**config.mk**
```make
export PLATFORM = sky130hd
export DESIGN_NAME = video_console
export DESIGN_NICKNAME = d
export VERILOG_FILES = /design/src/rtl/video_console.sv
export SDC_FILE = /design/constraint.sdc
export NUM_CORES = 1
export LEC_CHECK = 0
export ABC_AREA = 1
export ABC_CLOCK_PERIOD_IN_PS = 2700
export BUFFER_PORTS_ARGS = -buffer_cell sky130_fd_sc_hd__buf_2
export CORE_ASPECT_RATIO = 0.5
export CORE_MARGIN = 2
export CORE_UTILIZATION = 58
export DETAILED_ROUTE_END_ITERATION = 6
export GPL_TIMING_DRIVEN = 0
export HOLD_SLACK_MARGIN = 0.08
export PLACE_DENSITY = 0.92
export SKIP_LAST_GASP = 1
export SLEW_MARGIN = 20
export SYNTH_ARGS = -nofsm -noshare
export SYNTH_HDL_FRONTEND = slang
export SYNTH_SLANG_ARGS = --single-unit
```
**constraint.sdc**
```tcl
create_clock -name clk -period 2.7 [get_ports clk]
set_input_delay 0.81 -clock clk [delete_from_list [all_inputs] [get_ports clk]]
set_output_delay 0.81 -clock clk [all_outputs]
set_load 0.02 [all_outputs]
```
**src/rtl/video_console.sv**
```systemverilog
// video_console: ASCII text-console writer for the video_main display memory.
// Optional feature macro VIDEO_CONSOLE_ATTR_EN: ESC <byte> loads the attribute.
module video_console #(
   parameter int          COLS         = 40,
   parameter int          ROWS         = 20,
   parameter logic [7:0]  DEFAULT_ATTR = 8'h0F,
   parameter logic [7:0]  FILL_CHAR    = 8'h20,
   parameter int          AW           = $clog2(COLS * ROWS),
   parameter int          CW           = $clog2(COLS),
   parameter int          RW           = $clog2(ROWS)
) (
   input  logic          clk,
   input  logic          reset_ni,
   input  logic          char_valid_i,
   input  logic [7:0]    char_data_i,
   output logic          char_ready_o,
   output logic          wr_en_o,
   output logic [AW-1:0] wr_addr_o,
   output logic [15:0]   wr_data_o,
   output logic [CW-1:0] cursor_col_o,
   output logic [RW-1:0] cursor_row_o,
   output logic          busy_o
);

`ifdef VIDEO_CONSOLE_ATTR_EN
   typedef enum logic [1:0] {CLR_ALL, IDLE, CLR_LINE, ESC_ATTR} state_t;
`else
   typedef enum logic [1:0] {CLR_ALL, IDLE, CLR_LINE} state_t;
`endif

   state_t        state_q, state_d;
   logic [CW-1:0] col_d;
   logic [RW-1:0] row_d;
   logic [AW-1:0] base_q, base_d;
   logic [AW-1:0] clr_q, clr_d;
   logic          wr_en_d, busy_d;
   logic [AW-1:0] addr_d;
   logic [15:0]   data_d;
   logic [7:0]    attr;
   logic          accept;

`ifdef VIDEO_CONSOLE_ATTR_EN
   logic [7:0] attr_d;
   always_ff @(posedge clk or negedge reset_ni) begin
      if (!reset_ni) attr <= DEFAULT_ATTR;
      else           attr <= attr_d;
   end
`else
   assign attr = DEFAULT_ATTR;
`endif

   always_comb begin
      char_ready_o = (state_q == IDLE);
`ifdef VIDEO_CONSOLE_ATTR_EN
      char_ready_o = char_ready_o || (state_q == ESC_ATTR);
`endif
   end

   assign accept = char_valid_i && char_ready_o;

   always_comb begin
      state_d = state_q;
      col_d   = cursor_col_o;
      row_d   = cursor_row_o;
      base_d  = base_q;
      clr_d   = clr_q;
      wr_en_d = 1'b0;
      busy_d  = 1'b0;
      addr_d  = wr_addr_o;
      data_d  = wr_data_o;
`ifdef VIDEO_CONSOLE_ATTR_EN
      attr_d  = attr;
`endif
      unique case (state_q)
         CLR_ALL: begin
            wr_en_d = 1'b1;
            busy_d  = 1'b1;
            addr_d  = clr_q;
            data_d  = {attr, FILL_CHAR};
            clr_d   = clr_q + 1'b1;
            if (clr_q == AW'(ROWS * COLS - 1)) begin
               state_d = IDLE;
               clr_d   = '0;
               col_d   = '0;
               row_d   = '0;
               base_d  = '0;
            end
         end
         CLR_LINE: begin
            wr_en_d = 1'b1;
            busy_d  = 1'b1;
            addr_d  = base_q + clr_q;
            data_d  = {attr, FILL_CHAR};
            clr_d   = clr_q + 1'b1;
            if (clr_q == AW'(COLS - 1)) begin
               state_d = IDLE;
               clr_d   = '0;
            end
         end
`ifdef VIDEO_CONSOLE_ATTR_EN
         ESC_ATTR: begin
            if (accept) begin
               attr_d  = char_data_i;
               state_d = IDLE;
            end
         end
`endif
         IDLE: begin
            if (accept) begin
               unique case (1'b1)
                  (char_data_i >= 8'h20 && char_data_i <= 8'h7E): begin
                     wr_en_d = 1'b1;
                     addr_d  = base_q + AW'(cursor_col_o);
                     data_d  = {attr, char_data_i};
                     col_d   = cursor_col_o + 1'b1;
                     if (cursor_col_o == CW'(COLS - 1)) begin
                        col_d   = '0;
                        state_d = CLR_LINE;
                     end
                  end
                  (char_data_i == 8'h0D): col_d = '0;
                  (char_data_i == 8'h0A): state_d = CLR_LINE;
                  (char_data_i == 8'h08): begin
                     if (cursor_col_o != '0) col_d = cursor_col_o - 1'b1;
                  end
                  (char_data_i == 8'h0C): state_d = CLR_ALL;
`ifdef VIDEO_CONSOLE_ATTR_EN
                  (char_data_i == 8'h1B): state_d = ESC_ATTR;
`endif
                  default: ;
               endcase
               // every path into CLR_LINE from IDLE is a row advance
               if (state_d == CLR_LINE) begin
                  if (cursor_row_o == RW'(ROWS - 1)) begin
                     row_d  = '0;
                     base_d = '0;
                  end else begin
                     row_d  = cursor_row_o + 1'b1;
                     base_d = base_q + AW'(COLS);
                  end
               end
            end
         end
         default: state_d = CLR_ALL;
      endcase
   end

   always_ff @(posedge clk or negedge reset_ni) begin
      if (!reset_ni) begin
         state_q      <= CLR_ALL;
         cursor_col_o <= '0;
         cursor_row_o <= '0;
         base_q       <= '0;
         clr_q        <= '0;
         wr_en_o      <= 1'b0;
         wr_addr_o    <= '0;
         wr_data_o    <= '0;
         busy_o       <= 1'b0;
      end else begin
         state_q      <= state_d;
         cursor_col_o <= col_d;
         cursor_row_o <= row_d;
         base_q       <= base_d;
         clr_q        <= clr_d;
         wr_en_o      <= wr_en_d;
         wr_addr_o    <= addr_d;
         wr_data_o    <= data_d;
         busy_o       <= busy_d;
      end
   end

endmodule
```
==> impl_metrics.toml <==
[critical_path]
critPathCaptureType = "flip-flop"
rrSetupSlack_ns = 0.18
arrival_ns = 2.69
cp.required_ns = 2.87
cp-start-kind = "flip-flop"
crit_type = "reg2reg"
r2r-end = "wr_addr_o[9]$_DFFE_PN0P_"
crit_fanout = 10
ff2ff_path_depth = 16
r2r-start = "state_q[1]$_DFFE_PN0P_"

[clock_tree]
htreeDepth = 2
cts_max_path_buffers = 2
postCtsHoldBufs = 0
cts.sinks = 51
cts_resized = 0
clkTransAtPathRegs_ns = 0.07
numCtsBuffers = 5
clk_latency_ns = 0.29
cts_tree = "yes"
clock-root-buffer = "clkbuf_16"
post_cts_buffers = 0

[floorplanning]
fp.dieH_um = 58.2
start_util_pct = 61.2
std_cell_rows = 19
fp.dieW_um = 112
ios = 51
dieArea_um2 = 6540
core_um2 = 5560

[global_routing]
overflow = 0
grt_pass1_wl_um = 14200
grt_max_degree = 52
grt_pass1_vias = 3113
gr-usage-all-layers_pct = 27.3
antenna_found_initial = 0

[pwr]
pwr_density_cell_nw_per_um2 = 398
ir_drop_mv = 0.273
p_leak_uw = 0.00205

[synthesis]
synth_seq_cells = 51
synth_area_um2 = 3410
seq_area_frac_synth_pct = 37.5
ys_async_sr_fraction_pct = 100
synth_edf_count = 0
ys_types = 34
yosysWarnings = 0
synthCells = 470
synth.avg_cell_area_um2 = 7.25
synth_top_flop_cell = "dfrtp_1"

[timing]
finalCritPeriodShare_pct = 93.4
finClkSkew_ns = 0.00725
rsz0062_at_grt = "no"
slew_violations = 0
tightestPinTransition_ns = 0.647
layout_setup_ws_ns = 0.178
fmax_mhz = 397
finalSetupViolations = 0
worst_slew_margin_rel_pct = 56.9
final-hold-violation-count = 0
min_period_ns = 2.52

[worst_hold_path]
min_path_type = "reg2reg"
min_to = "wr_data_o[4]$_DFFE_PN0P_"
hold_depth = 2
hold_start = "wr_data_o[4]$_DFFE_PN0P_"

[final_layout]
drive_gt1_share_pct = 19.2
area_growth_pct = 15.1
instances_no_fill = 599
final_util_pct = 70.5
final_cell_mix = "nand2_1, nor2_1, dfrtp_1, buf_2, nand3_1"
fin_area_um2 = 3920
fin_nets = 552
num_antenna_cells = 0
layout_commonest_cell = "nand2_1"

[place]
io_buffers = 46
dp.cells = 592
dp_hpwl_um = 6180
dp_slack_ns = -0.254
post_dp_cell_area_um2 = 3740
gp_congestion = 0.878

[route]
drtIter0Drc = 246
wire_per_inst_um = 14.4
via_per_inst = 5.56
drt-pass1-iter-count = 5
drc = 0
detailroute.via_count = 3330
drt_wl_total_um = 8650
antenna_left = 0

[run_status]
status = "finished, final reports clean"

[flow_run]
drv_cap = 0
-- routing by layer --
layer / share of wire (%) / routed length, um / global-route usage, %
met5: 0 / 0 / 0
met4: 2.6 / 225 / 9.76
met3: 8.8 / 758 / 5.33
met2: 46 / 4000 / 45.9
met1: 42 / 3680 / 36.2
-- cells by family after synthesis --
kind of cell | count (synthesis) | synth area share, %
xor+xnor | 16 | 4.11
buf+inv | 64 | 8.81
compound gates | 62 | 10.5
simple gates | 260 | 33.2
fa+ha+maj | 16 | 5.88
flops | 51 | 37.5
other cells | 1 | 0.110
-- cells in the mapped netlist (2+ instances only) --
cell type | number | share of area [%]
clkbuf_1 | 2 | 0.22
inv_2 | 2 | 0.22
ha_1 | 16 | 5.9
inv_1 | 41 | 4.5
o21ai_2 | 6 | 1.5
dfrtp_1 | 51 | 37
or2_2 | 3 | 0.55
nand4_1 | 6 | 1.1
clkinv_1 | 2 | 0.22
xor2_1 | 13 | 3.3
nor2_1 | 65 | 7.2
a31oi_1 | 4 | 0.73
a21oi_1 | 17 | 2.5
buf_6 | 3 | 0.99
o21ai_0 | 30 | 4.4
buf_4 | 8 | 1.8
nor2_2 | 5 | 0.92
buf_2 | 5 | 0.73
nand3_1 | 47 | 6.9
xnor2_1 | 3 | 0.77
nand2_1 | 118 | 13
nor3_1 | 4 | 0.59
nand2_2 | 7 | 1.3
nand3_2 | 2 | 0.59
-- worst max-delay path, stage by stage, from the launching register on --
cell and delay (ns):
dfrtp_2 0.44, inv_1 0.10, ha_1 0.16, buf_2 0.19, inv_1 0.07, clkbuf_4 0.19
nand2_1 0.07, o21ai_0 0.08, ha_1 0.33, nand2_1 0.08, inv_1 0.06, o21ai_0 0.19
o211ai_1 0.14, nand2_1 0.08, nand2_1 0.04, nor2_1 0.09, o21ai_0 0.09
-- report_power, final --
| part | switching [uW] | internal [uW] | leakage, uW |
|---|---|---|---|
| clock | 282 | 461 | 0.0000868 |
| sequential | 0 | 764 | 0.000666 |
| combinational | 40.4 | 15.4 | 0.00130 |
-- sequential cells by signal, indices dropped and copies added, names as in the netlist --
| signal | cells |
|---|---|
| busy_o | 1 |
| wr_en_o | 1 |
| base_q | 7 |
| cursor_row_o | 5 |
| wr_data_o | 9 |
| state_q | 2 |
| wr_addr_o | 10 |
| cursor_col_o | 6 |
| clr_q | 10 |
-- metrics by stage --
step           hold slack, ns  setup TNS, ns  total power (uW)
2_1_floorplan           0.490              0               804
3_3_place_gp            0.450         -0.350               833
3_5_place_dp            0.458         -0.853               835
4_1_cts                 0.475              0              1560
5_1_grt                 0.513              0              1610
6_report                0.474              0              1560
-- how the worst max path moves through the flow --
| stage | startpoint | endpoint | depth (start not counted) |
|---|---|---|---|
| finish | state_q[1]$_DFFE_PN0P_ | wr_addr_o[9]$_DFFE_PN0P_ | 16 |
| global route | state_q[1]$_DFFE_PN0P_ | wr_addr_o[9]$_DFFE_PN0P_ | 16 |
| CTS | state_q[1]$_DFFE_PN0P_ | wr_addr_o[8]$_DFFE_PN0P_ | 13 |
| detailed placement | state_q[1]$_DFFE_PN0P_ | wr_addr_o[8]$_DFFE_PN0P_ | 14 |
| global placement | state_q[1]$_DFFE_PN0P_ | wr_addr_o[8]$_DFFE_PN0P_ | 13 |
| floorplan | state_q[1]$_DFFE_PN0P_ | wr_addr_o[8]$_DFFE_PN0P_ | 13 |
-- final cells by class --
cell class	instances	area, um2
multi-input combinational	358	1850
fill	434	1640
sequential	51	1280
timing repair buffer	46	233
inverter	45	169
clock buffer	6	139
buffer	18	133
tap	73	91.3
clock inverter	2	35.0
Note: power is estimated with default switching activity, not from simulation.
